==> config.mk <==
export PLATFORM = sky130hd
export DESIGN_NAME = instr_fetch_flat
export DESIGN_NICKNAME = d
export VERILOG_FILES = /design/src/rtl/scc_pkg.sv /design/src/rtl/instr_fetch_if.sv /design/src/rtl/instr_fifo.sv /design/src/rtl/instr_fetch.sv /design/src/flat_wrapper.sv
export SDC_FILE = /design/constraint.sdc
export NUM_CORES = 1
export LEC_CHECK = 0
export CORE_MARGIN = 5
export CORE_UTILIZATION = 52
export DETAILED_ROUTE_END_ITERATION = 12
export PLACE_DENSITY = 0.77
export SYNTH_ARGS = -nofsm -noshare
export SYNTH_HDL_FRONTEND = slang
export SYNTH_SLANG_ARGS = --single-unit
==> constraint.sdc <==
create_clock -name clk -period 3.6 [get_ports clk]
set_clock_uncertainty 0.15 [all_clocks]
set_input_delay 0.72 -clock clk [delete_from_list [all_inputs] [get_ports clk]]
set_output_delay 0.72 -clock clk [all_outputs]
set_load 0.03 [all_outputs]
==> src/rtl/scc_pkg.sv <==
`default_nettype none
// +--------------------------------------------------------------+
// | scc_pkg -- shared SCC types and constants  | rev 1.0         |
// +--------------------------------------------------------------+
package scc_pkg;
  localparam int ADDR_W  = 16;
  localparam int INSTR_W = 32;

  localparam logic [INSTR_W-1:0] INSTR_NOP  = 32'hC800_0000;
  localparam logic [INSTR_W-1:0] INSTR_HALT = 32'hD000_0000;

  typedef enum logic [0:0] {
    FS_RUN  = 1'b0,
    FS_HALT = 1'b1
  } fetch_state_e;
endpackage
`default_nettype wire

==> src/rtl/instr_fetch_if.sv <==
`default_nettype none
// +--------------------------------------------------------------+
// | instr_fetch_if -- instruction memory req/gnt bus | rev 1.0   |
// +--------------------------------------------------------------+
interface instr_fetch_if #(
  parameter int ADDR_W = 16
);
  logic                        imem_req;
  logic [ADDR_W-1:0]           imem_addr;
  logic                        imem_gnt;
  logic                        imem_rvalid;
  logic [scc_pkg::INSTR_W-1:0] imem_rdata;

  modport master (
    output imem_req, imem_addr,
    input  imem_gnt, imem_rvalid, imem_rdata
  );

  modport slave (
    input  imem_req, imem_addr,
    output imem_gnt, imem_rvalid, imem_rdata
  );
endinterface
`default_nettype wire

==> src/rtl/instr_fifo.sv <==
`default_nettype none
// +--------------------------------------------------------------+
// | instr_fifo -- sync FIFO exposing head and head+1 | rev 1.0   |
// +--------------------------------------------------------------+
module instr_fifo #(
  parameter int DEPTH = 4,
  parameter int WIDTH = 48
) (
  input  wire logic                       clk,
  input  wire logic                       rst_n,
  input  wire logic                       push,
  input  wire logic                       pop,
  input  wire logic                       flush,
  input  wire logic [WIDTH-1:0]           din,
  output logic      [WIDTH-1:0]           head,
  output logic      [WIDTH-1:0]           head_next,
  output logic      [$clog2(DEPTH):0]     count
);
  localparam int PW = $clog2(DEPTH);
  localparam int CW = PW + 1;

  logic [WIDTH-1:0] mem [DEPTH];
  logic [PW-1:0]    r_rd_ptr;
  logic [PW-1:0]    r_wr_ptr;
  logic [CW-1:0]    r_cnt;
  logic             w_push;
  logic             w_pop;

  // Flush wins over both push and pop in the same cycle.
  assign w_push = push && !flush;
  assign w_pop  = pop && !flush && (r_cnt != '0);

  always_ff @(posedge clk or negedge rst_n) begin
    if (!rst_n) begin
      r_rd_ptr <= '0;
      r_wr_ptr <= '0;
      r_cnt    <= '0;
    end else if (flush) begin
      r_rd_ptr <= '0;
      r_wr_ptr <= '0;
      r_cnt    <= '0;
    end else begin
      if (w_push) r_wr_ptr <= r_wr_ptr + PW'(1);
      if (w_pop)  r_rd_ptr <= r_rd_ptr + PW'(1);
      r_cnt <= r_cnt + CW'(w_push) - CW'(w_pop);
    end
  end

  always_ff @(posedge clk) begin
    if (w_push) mem[r_wr_ptr] <= din;
  end

  assign head      = mem[r_rd_ptr];
  assign head_next = mem[r_rd_ptr + PW'(1)];
  assign count     = r_cnt;
endmodule
`default_nettype wire

==> src/rtl/instr_fetch.sv <==
`default_nettype none
// +--------------------------------------------------------------+
// | instr_fetch -- PC, credit-limited fetch, decode FIFO | rev 1.0 |
// +--------------------------------------------------------------+
module instr_fetch
  import scc_pkg::*;
#(
  parameter int              ADDR_W   = 16,
  parameter int              DEPTH    = 4,
  parameter logic [ADDR_W-1:0] RESET_PC = '0
) (
  input  wire logic               clk,
  input  wire logic               rst_n,
  instr_fetch_if.master           imem,
  input  wire logic               redirect,
  input  wire logic [ADDR_W-1:0]  redirect_pc,
  input  wire logic               halt,
  output logic                    instr_valid,
  output logic [INSTR_W-1:0]      instr,
  output logic [ADDR_W-1:0]       instr_pc,
  output logic                    instr_next_valid,
  output logic [INSTR_W-1:0]      instr_next,
  input  wire logic               instr_ready
);
  localparam int CW = $clog2(DEPTH) + 1;
  localparam int FW = INSTR_W + ADDR_W;

  fetch_state_e      r_state;
  fetch_state_e      w_state_next;
  logic [ADDR_W-1:0] r_pc;
  logic [ADDR_W-1:0] r_rsp_pc;
  logic [CW-1:0]     r_outs;
  logic [CW-1:0]     r_drop;
  logic [CW-1:0]     w_outs_next;
  logic [CW-1:0]     w_count;
  logic              w_credit;
  logic              w_fire;
  logic              w_push;
  logic              w_pop;
  logic [FW-1:0]     w_head;
  logic [FW-1:0]     w_head_next;

  assign w_credit = ({1'b0, w_count} + {1'b0, r_outs}) < (CW+1)'(DEPTH);
  assign imem.imem_req  = rst_n && (r_state == FS_RUN) && !redirect && w_credit;
  assign imem.imem_addr = r_pc;

  assign w_fire      = imem.imem_req && imem.imem_gnt;
  assign w_outs_next = r_outs + CW'(w_fire) - CW'(imem.imem_rvalid);
  assign w_push      = imem.imem_rvalid && !redirect && (r_drop == '0);
  assign w_pop       = instr_valid && instr_ready;

  always_comb begin
    w_state_next = r_state;
    if (halt) w_state_next = FS_HALT;
  end

  // Responses are in order, so every kept response belongs to the next
  // sequential address after the last redirect target.
  always_ff @(posedge clk or negedge rst_n) begin
    if (!rst_n) begin
      r_state  <= FS_RUN;
      r_pc     <= RESET_PC;
      r_rsp_pc <= RESET_PC;
      r_outs   <= '0;
      r_drop   <= '0;
    end else begin
      r_state <= w_state_next;
      r_outs  <= w_outs_next;
      if (redirect) begin
        r_pc     <= redirect_pc;
        r_rsp_pc <= redirect_pc;
        r_drop   <= w_outs_next;
      end else begin
        if (w_fire) r_pc <= r_pc + ADDR_W'(1);
        if (w_push) r_rsp_pc <= r_rsp_pc + ADDR_W'(1);
        if (imem.imem_rvalid && (r_drop != '0)) r_drop <= r_drop - CW'(1);
      end
    end
  end

  instr_fifo #(
    .DEPTH (DEPTH),
    .WIDTH (FW)
  ) u_fifo (
    .clk       (clk),
    .rst_n     (rst_n),
    .push      (w_push),
    .pop       (w_pop),
    .flush     (redirect),
    .din       ({imem.imem_rdata, r_rsp_pc}),
    .head      (w_head),
    .head_next (w_head_next),
    .count     (w_count)
  );

  assign instr_valid      = (w_count != '0);
  assign instr_next_valid = (w_count >= CW'(2));
  assign instr            = instr_valid      ? w_head[FW-1 -: INSTR_W]      : '0;
  assign instr_pc         = instr_valid      ? w_head[ADDR_W-1:0]           : '0;
  assign instr_next       = instr_next_valid ? w_head_next[FW-1 -: INSTR_W] : '0;
endmodule
`default_nettype wire

==> src/flat_wrapper.sv <==
// flat-port wrapper written by rule: the top's interface ports become plain ports
module instr_fetch_flat import scc_pkg::*;
#(
  parameter int              ADDR_W   = 16,
  parameter int              DEPTH    = 4,
  parameter logic [ADDR_W-1:0] RESET_PC = '0
)
  (clk, rst_n, redirect, redirect_pc, halt, instr_valid, instr, instr_pc, instr_next_valid, instr_next, instr_ready, imem_imem_req, imem_imem_addr, imem_imem_gnt, imem_imem_rvalid, imem_imem_rdata);
  instr_fetch_if #(.ADDR_W(ADDR_W)) imem_i ();
  input  wire logic clk;
  input  wire logic rst_n;
  input  wire logic redirect;
  input  wire logic [ADDR_W-1:0] redirect_pc;
  input  wire logic halt;
  output logic instr_valid;
  output logic [INSTR_W-1:0] instr;
  output logic [ADDR_W-1:0] instr_pc;
  output logic instr_next_valid;
  output logic [INSTR_W-1:0] instr_next;
  input  wire logic instr_ready;
  output wire logic [$bits(imem_i.imem_req)-1:0] imem_imem_req;
  output wire logic [$bits(imem_i.imem_addr)-1:0] imem_imem_addr;
  input wire logic [$bits(imem_i.imem_gnt)-1:0] imem_imem_gnt;
  input wire logic [$bits(imem_i.imem_rvalid)-1:0] imem_imem_rvalid;
  input wire logic [$bits(imem_i.imem_rdata)-1:0] imem_imem_rdata;
  assign imem_imem_req = imem_i.imem_req;
  assign imem_imem_addr = imem_i.imem_addr;
  assign imem_i.imem_gnt = imem_imem_gnt;
  assign imem_i.imem_rvalid = imem_imem_rvalid;
  assign imem_i.imem_rdata = imem_imem_rdata;
  instr_fetch #(.ADDR_W(ADDR_W), .DEPTH(DEPTH), .RESET_PC(RESET_PC)) u_core (.clk(clk), .rst_n(rst_n), .imem(imem_i), .redirect(redirect), .redirect_pc(redirect_pc), .halt(halt), .instr_valid(instr_valid), .instr(instr), .instr_pc(instr_pc), .instr_next_valid(instr_next_valid), .instr_next(instr_next), .instr_ready(instr_ready));
endmodule
Yosys cells after proc, flatten, opt, wreduce, memory -nomap -nowiden
Memory sizes are Yosys's and may differ from the RTL's.
Cells that the tools add are included.
- add/sub/neg operators: 10
- magnitude comparators: 2
- mux-type cells: 16
- bitwise operators: 1
- reductions and logical operators: 20
- operators with widths (kind ; number):
    16-bit two-way mux ; 5
    32-bit two-way mux ; 2
    16-bit by 1-bit adder with 16-bit output, second input constant ; 2
    1-bit logical AND ; 11
    2-bit nonzero test ; 5
    3-bit two-way mux ; 3
    2-bit two-way mux ; 4
    3-bit by 1-bit adder with 3-bit output ; 2
    3-bit nonzero test ; 2
    3-bit by 1-bit subtractor with 3-bit output ; 2
    2-bit by 1-bit adder with 2-bit output, second input constant ; 2
    3-bit by 3-bit adder with 4-bit output ; 1
    4-bit by 3-bit < comparator with 1-bit output, second input constant ; 1
    3-bit by 2-bit greater-or-equal comparator with 1-bit output, second input constant ; 1
    3-bit logical NOT ; 1
    3-bit by 1-bit subtractor with 3-bit output, second input constant ; 1
    1-bit two-way mux ; 2
    1-bit logical NOT ; 1
    1-bit NOT ; 1
- flip-flop bits (word level): 46
- memory bits (writable): 192
- bits of input ports: 55
- output and inout port bits: 99
- logic and storage cells: 58
- memories: 1
- memories (memory ; words ; width ; rd ports ; clocked after memory_dff ; write ports ; RTL line ; text):
    u_core.u_fifo.mem ; 4 ; 48 ; 2 ; 0 ; 1 ; instr_fifo.sv:22 ; logic [WIDTH-1:0] mem [DEPTH];

Depth between registers and ports, before layout
Gate-level depths: netlist of run 1.
- word-level depth: 8
- mapped depth: 12
- gate-level depth less buffers: 12

Modules after synthesis
A second synthesis of run 1 with hierarchy kept.
- cell total of the unflattened synthesis: 686
- area total of the unflattened synthesis: 11370.9 sq um
- modules (own cells, without submodules) (module ; instances ; cells each ; area an instance (sq um) ; seq. area each (sq um)):
    instr_fifo ; 1 ; 352 ; 8513.2 ; 5940.7
    instr_fetch ; 1 ; 334 ; 2857.7 ; 975.9

Least setup slack after synthesis of run 1
Ideal clock, no wire load.
- kind: input-to-reg
- from: input port redirect
- to: memory u_core.u_fifo.mem[0][0] (enable)
- setup time: 0.410 ns
- arrival: 2.282 ns
- data required time: 3.040 ns
- slack: 0.758 ns
- stages: 3
- path buffers: 1
- cells stage by stage: buf_1 -> nor2_1 -> and2_1
- word-level cells in the longest chain between the ends: 6
- ends and longest elaborated chain (element ; RTL line ; text):
    start, declared ; flat_wrapper.sv:12 ; input wire logic redirect;
    1-bit logical NOT (*) ; instr_fifo.sv:30, instr_fetch.sv:49 ;
    1-bit logical AND (2 in a row) ; instr_fetch.sv:49 ; assign w_push = imem.imem_rvalid && !redirect && (r_drop == '0);
    1-bit logical AND (*) ; instr_fifo.sv:30 ; assign w_push = push && !flush;
    1-bit two-way mux (*) ; instr_fifo.sv:50 ; if (w_push) mem[r_wr_ptr] <= din;
    1-bit two-way mux (implied by the code) (*) ; instr_fifo.sv:50 ;
    end, declared ; instr_fifo.sv:22 ;
Every way passes the cells marked *; elsewhere a longest branch is shown, timed or not.

Worst setup path after layout of run 1
- from: register u_core.u_fifo.r_rd_ptr[0]
- to: output port instr_pc[0]
- word-level cells in the longest chain between the ends: 2
- ends and longest elaborated chain (element ; RTL line ; text):
    start, declared ; instr_fifo.sv:23 ; logic [PW-1:0] r_rd_ptr;
    start signal, assigned ; instr_fifo.sv:44 ; if (w_pop) r_rd_ptr <= r_rd_ptr + PW'(1);
    memory 4 x 48 bit ; -- ;
    16-bit two-way mux ; instr_fetch.sv:99 ; assign instr_pc = instr_valid ? w_head[ADDR_W-1:0] : '0;
    end, declared ; flat_wrapper.sv:17 ; output logic [ADDR_W-1:0] instr_pc;
Every way passes these cells.

==> results of run 1 <==
[kinds of logic after synthesis]
logic type | Yosys count | share of synthesized area, %
flip-flops | 238 | 64.0
AND/OR/NAND/NOR | 180 | 9.73
multiplexers | 85 | 17.2
buffers and inverters | 60 | 2.18
AO/OA/AOI/OAI | 56 | 3.51
adder cells (fa/ha/maj) | 17 | 2.11
XOR/XNOR | 16 | 1.30
[state kept, by name (all words and copies together) (netlist names)]
name,flops
u_core.u_fifo.mem,192
u_core.imem.imem_addr,16
u_core.u_fifo.r_rd_ptr,2
u_core.u_fifo.count,3
u_core.r_state,1
u_core.r_outs,3
u_core.u_fifo.r_wr_ptr,2
u_core.r_drop,3
u_core.r_rsp_pc,16
[final cells by class]
type | instances | area share, %
flip-flops and latches | 238 | 51.4
multi-input cells | 354 | 27.1
clock buffers | 31 | 4.81
well taps | 270 | 2.51
inverters | 22 | 0.613
repair buffers | 171 | 13.2
clock inverters | 11 | 0.381
[layer usage]
layer	vias to the layer above	wire (um)
met1	3269	9290
met3	37	1480
met2	252	11500
met4	0	302
met5	-	0
li1	2874	-
[repair_timing]
item / 4_1_cts / 5_1_grt
gates resized for setup: 1 / 3
endpoints found under the hold margin: 0 / 0
hold buffers: 0 / 0
cloned: 0 / 1
buffers inserted: 0 / 0
endpoints found under the setup margin: 1 / 23
[path summary, 6_finish.rpt]
kind                                             end  slack, ns  cells after the start                 startpoint
setup / recovery                         instr_pc[0]       0.13                      4  u_core.u_fifo.r_rd_ptr[0]
hold / removal                        u_core.r_state       0.18                      2                      rst_n
setup reg to reg              u_core.u_fifo.count[2]       0.91                     11     u_core.u_fifo.count[1]
hold reg to reg                       u_core.r_state       0.33                      1             u_core.r_state
max in group asynchronous  u_core.u_fifo.r_rd_ptr[0]       2.66                      2                      rst_n
min in group clk                      u_core.r_state       0.33                      1             u_core.r_state
[power by group]
group          internal, mW  switching [mW]  leakage, nW
Sequential             3.16           0.146         2.26
Combinational          1.86            2.24         1.91
Clock                  1.26           0.945        0.343
[cell usage in the layout, fill, tap and decap left out, types with 3 or more instances in the layout]
| cell | n |
|---|---|
| xor2_1 | 4 |
| clkinv_2 | 5 |
| clkdlybuf4s50_1 | 151 |
| mux2i_1 | 3 |
| xnor2_1 | 12 |
| a21oi_1 | 5 |
| and2_1 | 80 |
| or3_2 | 3 |
| or4_1 | 10 |
| nand2_1 | 17 |
| clkbuf_1 | 6 |
| a31oi_1 | 15 |
| inv_1 | 20 |
| o21ai_0 | 10 |
| or3_1 | 4 |
| and2_2 | 4 |
| dfrtp_1 | 44 |
| buf_4 | 10 |
| ha_1 | 15 |
| nand3_1 | 13 |
| and3_1 | 5 |
| edfxtp_1 | 192 |
| a311oi_1 | 3 |
| clkinv_1 | 6 |
| buf_12 | 4 |
| clkbuf_16 | 26 |
| o31ai_1 | 9 |
| mux4_2 | 80 |
| nor2_1 | 24 |
| nand4_1 | 6 |
[through the flow]
step	utilization, %	instances	worst slack (ns)	TNS, ns
after global routing	66.2	1097	-0.00296	-0.00296
final	66.2	1097	0.128	0
after global placement	62.5	1054	0.453	0
after floorplan	-	652	0.758	0
after detailed placement	62.5	1054	0.386	0
after CTS	66.0	1096	0.00979	0
==> impl_summary.md, run 1 <==
Routing
The first detailed-routing pass took 5 iterations. The number of remaining DRC errors is 0. Across all layers, the routed design uses 6432 vias. In the final routed layout, each cell accounts on average for 20.6 um.

The count of antenna-violating nets left after detailed routing is 0. After the first detailed-routing iteration, the DRC count stood at 362. After detailed routing, the total wire length is 22600 um. The via density per instance is 5.86.

Global route
The layer flagged by global routing as most heavily used is met2. Global routing consumed, over all layers together, 18.9% of the routing resources. The initial antenna violation count is 0. The met3 track demand over resource is between 3 and 4%. For met1 alone, demand over resource in global routing was 25.3%. The maximum number of pins on one net before global-route repair is 70. The wire length of the first global-routing pass is 36400 um. The total overflow left after global routing is 0.

The via count of the first global-routing pass is 6951. For met2 alone, demand over resource in global routing was 32.8%.

Cells and area
The final cell area excluding filler cells is 13500 um^2. The count of nets after finishing is approximately 880. Counting the fill cells in the layout gives 1366. The area of combinational cells with multiple inputs is between 3000 and 4000 um^2. The post-route netlist has around 18% of its cells at a drive strength greater than 1.

Relative to the synthesized area, the layout overhead comes to 24.7%. The sequential cell area in the final layout is 6920 um^2. The number of antenna repair diodes is 0.

Placement
The standard cell area after detailed placement is 12700 um^2. The HPWL after detailed placement is 14700 um. Port buffering added around 150 buffers. Routability-driven placement finished with a final weighted congestion of roughly 0.83.

Yosys
After synthesis, the cell types taking the most area are edfxtp_1 53%, mux4_2 17%, dfrtp_1 11%, and2_1 4.9%, ha_1 1.7%. Summed over its instances, the top area cell type makes up 53.4% of the synthesized netlist area. The most common cell in the synthesized netlist is edfxtp_1.

The synthesized netlist net count is 724. In the synthesized netlist, the cells that appear most often are 192 x edfxtp_1, 84 x and2_1, 80 x mux4_2. A synthesized cell averages 16.6 um^2. The number of synthesis warnings is 0. For this run, asynchronously set or reset flops after synthesis account for 19.3%.

Synthesis instantiated 51 different standard cells from the library. The portion of the post-synthesis area used by sequential elements is 64.0%. For this run, the leading register cell type out of synthesis is edfxtp_1. edfxtp_1 takes more of the synthesized area than any other cell. The synthesized design contains 238 register bits.

The number of enable flip-flop cells after synthesis is 192. The number of instances in the synthesized netlist is 652. The synthesized netlist occupies a cell area of 10800 um^2.

STA
Based on the critical path, the design can be clocked at up to 288 MHz. The minimum clock period after layout is ~3.5 ns. Across all hold checks on the routed design, the worst slack comes to 0.176 ns.

Headroom to the max-slew limit came out at 60.4%. The post-route fraction of the period consumed by the critical path is 96.4%. The number of setup violations in the final report is 0. The total count of hold-check failures in the final report is 0.

The actual slew at the worst max-slew pin is slightly below 0.6 ns. The number of max-slew violations in the final report is 0.

Floorplan
The floorplan has 52 rows. The overall die height is 154 um. From left edge to right edge, the die measures 154 um. The full die area is 23800 um^2. For this configuration, the core starts out at a cell density of 53.1%. The core region is approximately 20000 um^2. For this design the top-level I/O count stands at 154.

Setup path
The kind of cell adding the most delay to the critical path is buffers and inverters. The highest net fanout along the worst path is 22. The signal on the critical path passes through buf_6, mux4_2, and2_1, clkdlybuf4s50_1. The largest single stage delay on the critical path is between 0.6 and 0.7 ns. The endpoint type of the worst setup path is an output pin. The count of buffer and inverter cells on the critical path is 2. For the worst setup path, the data arrival time is 2.60 ns.

The cell at the slowest stage of the critical path is clkdlybuf4s50_1. The type of the worst setup path is reg -> out. STA puts the critical path data required time at 2.73 ns.

The startpoint type of the worst setup path is a flip-flop.

Run
The number of max-capacitance violations reported is 0.

Run status
The flow ran to the end, and the final reports show no timing, DRC or antenna violations.

Clocking
The clock slew at the register clock pins of the worst setup and hold paths is 0.06 ns. The number of buffers added by the clock tree synthesis step is 24. The clock tree buffer depth is 3.

TritonCTS built the clock tree. The clock root buffer is clkbuf_16. CTS built an H-tree with a depth of 1. The clock latency on the worst-skew pair is 0.50 ns. The sink count of the clock tree is 238.

Pwr
The completed layout was analyzed and its total power is 9.61 mW. VDD sags by at most 0.368 mV. Dividing total power by cell area gives a power density of 713 nW/um^2. Summed over all cells, the static leakage comes to 4.51 nW.

Worst hold path
In this run the worst hold path is classified as in -> async.
No activity file was read; power rests on OpenSTA's default activity.
==> inputs of run 2 (changes only) <==
--- a/config.mk
+++ b/config.mk
@@ -9,6 +9,7 @@
 export CORE_UTILIZATION = 52
 export DETAILED_ROUTE_END_ITERATION = 12
 export PLACE_DENSITY = 0.77
+export SLEW_MARGIN = 10
 export SYNTH_ARGS = -nofsm -noshare
 export SYNTH_HDL_FRONTEND = slang
 export SYNTH_SLANG_ARGS = --single-unit
==> results of run 2 <==
No change in the layout: final DEF, timing and power equal those of run 1.
